[src/rtl/expr_eval_pkg.sv]
// Shared definitions for the expr_eval token evaluator: token layout, tag codes
// and FSM/operator encodings.
package expr_eval_pkg;

   localparam int unsigned TOKEN_W = 16;
   localparam int unsigned TAG_MSB = 15;
   localparam int unsigned TAG_LSB = 8;
   localparam int unsigned VAL_MSB = 7;
   localparam int unsigned VAL_LSB = 0;

   localparam logic [7:0] TAG_NUM       = 8'h00;
   localparam logic [7:0] TAG_PLUS      = 8'h01;
   localparam logic [7:0] TAG_MINUS     = 8'h02;
   localparam logic [7:0] TAG_SEMICOLON = 8'h03;

   typedef enum logic [1:0] {
      S_NUM,
      S_OP,
      S_ERR
   } state_t;

   typedef enum logic {
      OP_PLUS,
      OP_MINUS
   } op_t;

endpackage

[src/rtl/expr_eval_if.sv]
// Token input / result output bundle of expr_eval; master drives tokens and
// O_READY, slave is the evaluator.
interface expr_eval_if #(
   parameter int unsigned ACC_W = 16
);
   import expr_eval_pkg::*;

   logic               I_VALID;
   logic [TOKEN_W-1:0] I_DATA;
   logic               O_VALID;
   logic [ACC_W-1:0]   O_DATA;
   logic               O_ERR;
   logic               O_READY;
   logic               OVF;

   modport master (
      output I_VALID, I_DATA, O_READY,
      input  O_VALID, O_DATA, O_ERR, OVF
   );

   modport slave (
      input  I_VALID, I_DATA, O_READY,
      output O_VALID, O_DATA, O_ERR, OVF
   );

endinterface

[src/rtl/expr_eval_token_fifo.sv]
// Synchronous token FIFO; a push while full is dropped unless a pop frees the
// slot in the same cycle, in which case o_overflow stays low.
module token_fifo #(
   parameter int unsigned FIFO_DEPTH = 4,
   parameter int unsigned WIDTH      = 16
) (
   input  logic             CLK,
   input  logic             RST,
   input  logic             i_push,
   input  logic [WIDTH-1:0] i_data,
   input  logic             i_pop,
   output logic             o_full,
   output logic             o_empty,
   output logic [WIDTH-1:0] o_head,
   output logic             o_overflow
);
   localparam int unsigned AW = $clog2(FIFO_DEPTH);

   logic [WIDTH-1:0] r_mem [FIFO_DEPTH];
   logic [AW-1:0]    r_rd;
   logic [AW-1:0]    r_wr;
   logic [AW:0]      r_cnt;
   logic             w_do_pop;
   logic             w_do_push;

   assign o_empty    = (r_cnt == '0);
   assign o_full     = (r_cnt == (AW+1)'(FIFO_DEPTH));
   assign o_head     = r_mem[r_rd];
   assign w_do_pop   = i_pop && !o_empty;
   assign w_do_push  = i_push && (!o_full || w_do_pop);
   assign o_overflow = i_push && o_full && !w_do_pop;

   always_ff @(posedge CLK) begin
      if (w_do_push) begin
         r_mem[r_wr] <= i_data;
      end
   end

   always_ff @(posedge CLK) begin
      if (RST) begin
         r_rd  <= '0;
         r_wr  <= '0;
         r_cnt <= '0;
      end else begin
         if (w_do_push) begin
            r_wr <= r_wr + AW'(1);
         end
         if (w_do_pop) begin
            r_rd <= r_rd + AW'(1);
         end
         r_cnt <= r_cnt + (AW+1)'(w_do_push) - (AW+1)'(w_do_pop);
      end
   end

endmodule

[src/rtl/expr_eval.sv]
// Statement evaluator behind the lexer: NUM ((PLUS|MINUS) NUM)* SEMICOLON -> one result.
// Define EXPR_EVAL_SATURATE_EN for per-step signed saturation instead of wrap.
module expr_eval
   import expr_eval_pkg::*;
#(
   parameter int unsigned FIFO_DEPTH = 4,
   parameter int unsigned ACC_W      = 16
) (
   input logic        CLK,
   input logic        RST,
   expr_eval_if.slave bus
);
   logic [TOKEN_W-1:0] w_head;
   logic               w_empty;
   logic               w_full;
   logic               w_ovf_pulse;
   logic               w_pop;
   logic               w_stall;
   logic               w_accept;
   logic [7:0]         w_tag;
   logic [ACC_W-1:0]   w_val_ext;
   logic [ACC_W-1:0]   w_sum;

   state_t             r_state;
   op_t                r_op;
   logic [ACC_W-1:0]   r_acc;
   logic               r_o_valid;
   logic [ACC_W-1:0]   r_o_data;
   logic               r_o_err;
   logic               r_ovf;

   token_fifo #(
      .FIFO_DEPTH(FIFO_DEPTH),
      .WIDTH     (TOKEN_W)
   ) u_fifo (
      .CLK       (CLK),
      .RST       (RST),
      .i_push    (bus.I_VALID),
      .i_data    (bus.I_DATA),
      .i_pop     (w_pop),
      .o_full    (w_full),
      .o_empty   (w_empty),
      .o_head    (w_head),
      .o_overflow(w_ovf_pulse)
   );

   assign w_tag     = w_head[TAG_MSB:TAG_LSB];
   assign w_val_ext = {{(ACC_W-8){1'b0}}, w_head[VAL_MSB:VAL_LSB]};
   assign w_accept  = r_o_valid && bus.O_READY;
   // Only a result-producing token can be blocked by an occupied output register.
   assign w_stall   = (w_tag == TAG_SEMICOLON) && r_o_valid && !bus.O_READY;
   assign w_pop     = !w_empty && !w_stall;

`ifdef EXPR_EVAL_SATURATE_EN
   logic [ACC_W:0] w_wide;
   assign w_wide = (r_op == OP_MINUS) ? ({r_acc[ACC_W-1], r_acc} - {1'b0, w_val_ext})
                                      : ({r_acc[ACC_W-1], r_acc} + {1'b0, w_val_ext});
   // Extra sign bit disagreeing with the result MSB means the signed range was left.
   assign w_sum  = (w_wide[ACC_W] == w_wide[ACC_W-1]) ? w_wide[ACC_W-1:0]
                 : (w_wide[ACC_W] ? {1'b1, {(ACC_W-1){1'b0}}} : {1'b0, {(ACC_W-1){1'b1}}});
`else
   assign w_sum = (r_op == OP_MINUS) ? (r_acc - w_val_ext) : (r_acc + w_val_ext);
`endif

   always_ff @(posedge CLK) begin
      if (RST) begin
         r_state   <= S_NUM;
         r_op      <= OP_PLUS;
         r_acc     <= '0;
         r_o_valid <= 1'b0;
         r_o_data  <= '0;
         r_o_err   <= 1'b0;
         r_ovf     <= 1'b0;
      end else begin
         if (w_accept) begin
            r_o_valid <= 1'b0;
         end
         if (w_pop) begin
            case (r_state)
               S_NUM: begin
                  if (w_tag == TAG_NUM) begin
                     r_acc   <= w_sum;
                     r_state <= S_OP;
                  end else if (w_tag == TAG_SEMICOLON) begin
                     r_o_valid <= 1'b1;
                     r_o_data  <= '0;
                     r_o_err   <= 1'b1;
                     r_acc     <= '0;
                     r_op      <= OP_PLUS;
                     r_state   <= S_NUM;
                  end else begin
                     r_state <= S_ERR;
                  end
               end
               S_OP: begin
                  if (w_tag == TAG_PLUS) begin
                     r_op    <= OP_PLUS;
                     r_state <= S_NUM;
                  end else if (w_tag == TAG_MINUS) begin
                     r_op    <= OP_MINUS;
                     r_state <= S_NUM;
                  end else if (w_tag == TAG_SEMICOLON) begin
                     r_o_valid <= 1'b1;
                     r_o_data  <= r_acc;
                     r_o_err   <= 1'b0;
                     r_acc     <= '0;
                     r_op      <= OP_PLUS;
                     r_state   <= S_NUM;
                  end else begin
                     r_state <= S_ERR;
                  end
               end
               S_ERR: begin
                  if (w_tag == TAG_SEMICOLON) begin
                     r_o_valid <= 1'b1;
                     r_o_data  <= '0;
                     r_o_err   <= 1'b1;
                     r_acc     <= '0;
                     r_op      <= OP_PLUS;
                     r_state   <= S_NUM;
                  end
               end
               default: begin
                  r_state <= S_NUM;
               end
            endcase
         end
         // Overflow never coincides with a pop, so this cannot mask a transition above.
         if (w_ovf_pulse) begin
            r_ovf   <= 1'b1;
            r_state <= S_ERR;
         end
      end
   end

   assign bus.O_VALID = r_o_valid;
   assign bus.O_DATA  = r_o_data;
   assign bus.O_ERR   = r_o_err;
   assign bus.OVF     = r_ovf;

endmodule
[src/flat_wrapper.sv]
// flat-port wrapper written by rule: the top's interface ports become plain ports
module expr_eval_flat import expr_eval_pkg::*;
#(
   parameter int unsigned FIFO_DEPTH = 4,
   parameter int unsigned ACC_W      = 16
)
  (CLK, RST, bus_I_VALID, bus_I_DATA, bus_O_READY, bus_O_VALID, bus_O_DATA, bus_O_ERR, bus_OVF);
  expr_eval_if #(.ACC_W(ACC_W)) bus_i ();
  input logic CLK;
  input logic RST;
  input wire logic [$bits(bus_i.I_VALID)-1:0] bus_I_VALID;
  input wire logic [$bits(bus_i.I_DATA)-1:0] bus_I_DATA;
  input wire logic [$bits(bus_i.O_READY)-1:0] bus_O_READY;
  output wire logic [$bits(bus_i.O_VALID)-1:0] bus_O_VALID;
  output wire logic [$bits(bus_i.O_DATA)-1:0] bus_O_DATA;
  output wire logic [$bits(bus_i.O_ERR)-1:0] bus_O_ERR;
  output wire logic [$bits(bus_i.OVF)-1:0] bus_OVF;
  assign bus_i.I_VALID = bus_I_VALID;
  assign bus_i.I_DATA = bus_I_DATA;
  assign bus_i.O_READY = bus_O_READY;
  assign bus_O_VALID = bus_i.O_VALID;
  assign bus_O_DATA = bus_i.O_DATA;
  assign bus_O_ERR = bus_i.O_ERR;
  assign bus_OVF = bus_i.OVF;
  expr_eval #(.FIFO_DEPTH(FIFO_DEPTH), .ACC_W(ACC_W)) u_core (.CLK(CLK), .RST(RST), .bus(bus_i));
endmodule
[config.mk]
export PLATFORM = sky130hd
export DESIGN_NAME = expr_eval_flat
export DESIGN_NICKNAME = d
export VERILOG_FILES = /design/src/rtl/expr_eval_pkg.sv /design/src/rtl/expr_eval_if.sv /design/src/rtl/expr_eval_token_fifo.sv /design/src/rtl/expr_eval.sv /design/src/flat_wrapper.sv
export SDC_FILE = /design/constraint.sdc
export NUM_CORES = 1
export LEC_CHECK = 0
export CORE_MARGIN = 1.5
export CORE_UTILIZATION = 40
export CTS_CLUSTER_SIZE = 16
export DETAILED_ROUTE_END_ITERATION = 8
export MAX_ROUTING_LAYER = met4
export PLACE_DENSITY = 0.61
export SYNTH_ARGS = -nofsm -noshare
export SYNTH_HDL_FRONTEND = slang
export SYNTH_HIERARCHICAL = 1
export SYNTH_SLANG_ARGS = --single-unit
[constraint.sdc]
create_clock -name CLK -period 4.1 [get_ports CLK]
set_input_delay 0.82 -clock CLK [delete_from_list [all_inputs] [get_ports CLK]]
set_output_delay 0.82 -clock CLK [all_outputs]
set_load 0.01 [all_outputs]
==> results.cfg <==
[floorplan]
die_height_um = 118
rows = 41
die_width_um = 118
core-area_um2 = 12800
io_pins = 39
start_util_pct = 41.4
die_area_um2 = 13900

[cts]
cts_resized = 0
htreeDepth = 3
cts_buffer_depth = 2
cts_tree = yes
clk_latency_ps = 360
ctsHoldBuffers = 0
post_cts_buffers = 0
root_buffer = clkbuf_16
clock_sinks = 111
cts-buffers-inserted = 9
clk_pin_slew_ps = 70

[placement]
preCtsSetupSlack_ps = 156
dp_hpwl_mm = 7.29
place_area_um2 = 5880
gp_congestion = 0.853
dp_cells = 642
io_buffers = 38

[sta]
hold_viol = 0
fin_skew_ps = 11.4
setup_viol = 0
fin_tns_setup_ps = 0
rsz0062_at_grt = no
min_period_over_period_pct = 91.4
relSlewSlack_pct = 41.2
finalMaxSlewViolations = 0
min_period_ps = 3750
fmax_mhz = 267
tightest_slew_ps = 882
worst_slack_ps = 354

[pwr]
power_frac_comb_pct = 31.6
p_per_area_nw_per_um2 = 522
switchingPower_mw = 1.04
clkPwrFrac_pct = 26.0
p_int_mw = 2.18
ir_drop_mv = 0.330
cellLeakagePower_nw = 2.28
p_sw_share_pct = 32.2
seqPwrFrac_pct = 42.4

[finish]
drive_gt1_share_pct = 10.9
multiInputGateArea_um2 = 2260
n_antenna_cell = 0
layout.cells.non_filler = 658
final-seq-area_um2 = 2870
postLayoutCellArea_um2 = 6160
area_growth_pct = 16.6
nets = 531
fillers = 1134

[drt]
routed_wl_mm = 10.2
final_antenna_net_count = 0
drcViolationCount = 0
route.vias.total = 3496
drtPass1Iterations = 4
routed_via_density = 5.31
first_iter_violations = 161
wl_per_cell_um = 15.5

[grt]
gr-usage-met1_pct = 19.5
grt-busiest-layer = met2
track_usage_pct = 16.1
antenna_found_initial = 0
grt_pass1_wl_mm = 17.0
grtUsageMet3_pct = 5.33
grt_pass1_vias = 3468
grt_overflow = 0
grt_max_degree = 34
gr-usage-met2_pct = 25.4

[setup_path]
crit_path_frequent_cell = a21o_1
crit_path_start_kind = flip-flop
crit_arrival_ps = 3990
path_class = reg2reg
cp_cell_sequence = mux4_2 > nor2_1 > nand3_1 > nor4_1 > ha_1 > mux2i_1 > ha_1 > a21o_1 > a21o_1 > a21o_1 > a41o_2 > a221oi_2 > xnor2_1 > a22o_1
cp.required_ps = 4350
cp-end-kind = flip-flop
cp_slowest_cell = mux4_2
path_max_fanout = 8
slowest_delay_ps = 580

[worst_hold_path]
hold_path.class = reg2reg
hp-start = u_core/bus.O_DATA[12]$_SDFFE_PP0P_

[synth]
ys_warn_count = 6
synth_fp_nets = 487
avgSynthCellArea_um2 = 12.1
postSynthCellCount = 437
syn_area_um2 = 5290

[flow_run]
maxCapViolCount = 0

[outcome]
status = complete, no violations
==> metal layers <==
metal | share of wire [%] | up-vias
met1 | 47 | 1708
li1 | - | 1712
met3 | 4.2 | 6
met5 | 0 | -
met2 | 48 | 70
met4 | 0.84 | 0
==> path summary, 6_finish.rpt <==
check | to | slack (ps) | cells after the start
worst min-delay path | u_core/bus.O_DATA[12]$_SDFFE_PP0P_ | 450 | 2
worst min register to register | u_core/bus.O_DATA[12]$_SDFFE_PP0P_ | 450 | 2
worst max register to register | u_core/r_acc[14]$_SDFFE_PP0P_ | 350 | 14
worst max-delay path | u_core/r_acc[14]$_SDFFE_PP0P_ | 350 | 14
==> cell usage in the layout, fill, tap and decap left out, types with 3 or more instances in the layout <==
cell,instances
o21a_1,4
nand2b_1,6
a21o_1,6
clkdlybuf4s50_1,38
xor2_1,8
o21ai_1,4
nor2_1,42
nand2_1,31
and2_1,7
a21oi_1,28
nand3_1,21
edfxtp_1,64
inv_1,15
a211oi_1,3
nor4_1,3
nor2b_1,7
a41o_1,3
xnor2_1,13
a22oi_1,8
nor3_1,7
a31oi_1,5
o21ai_0,3
ha_1,28
a22o_1,7
buf_4,13
clkbuf_16,9
inv_6,3
mux4_2,14
mux2i_1,5
dfxtp_1,46
==> cell type report <==
class / count / share of cell area, %
clock buffer: 10 / 3.71
multi-input combinational: 293 / 36.7
tap: 172 / 3.49
inverter: 15 / 0.913
clock inverter: 6 / 0.893
sequential: 111 / 46.5
timing repair buffer: 51 / 7.75
==> registers in the layout, summed over array words and instances, names as in the netlist, named ones only <==
signal / flops
u_core/r_acc: 16
u_core/bus.O_DATA: 16
u_core/u_fifo/r_cnt: 3
u_core/bus.O_ERR: 1
u_core/r_op: 1
u_core/bus.O_VALID: 1
u_core/r_state: 2
u_core/u_fifo/r_wr: 2
u_core/u_fifo/r_rd: 2
u_core/bus.OVF: 1
u_core/u_fifo/r_mem: 64
==> worst max-delay path, delay by kind of cell, from the launching register on <==
family	cells	cell delay (ps)
AO/OA/AOI/OAI	6	1250
XOR/XNOR	1	90
adder cells (fa/ha/maj)	2	610
multiplexers	2	750
AND/OR/NAND/NOR	3	510
flip-flops	1	430
==> through the flow <==
stage / total power, mW / hold slack (ps) / util (%)
floorplan: 2.19 / 439 / -
detailed placement: 2.40 / 446 / 46.0
global route: 3.43 / 471 / 48.3
finish: 3.22 / 453 / 48.3
CTS: 3.26 / 456 / 48.2
global placement: 2.37 / 439 / 46.0
==> power by group through the flow <==
stage / clock network, mW / logic, mW / registers [mW]
6_report: 0.838 / 1.02 / 1.37
3_3_place_gp: 0 / 0.991 / 1.38
2_1_floorplan: 0 / 0.831 / 1.35
5_1_grt: 0.912 / 1.13 / 1.38
3_5_place_dp: 0 / 1.01 / 1.39
4_1_cts: 0.872 / 1.02 / 1.37
Power figures use the tool's default switching activity.
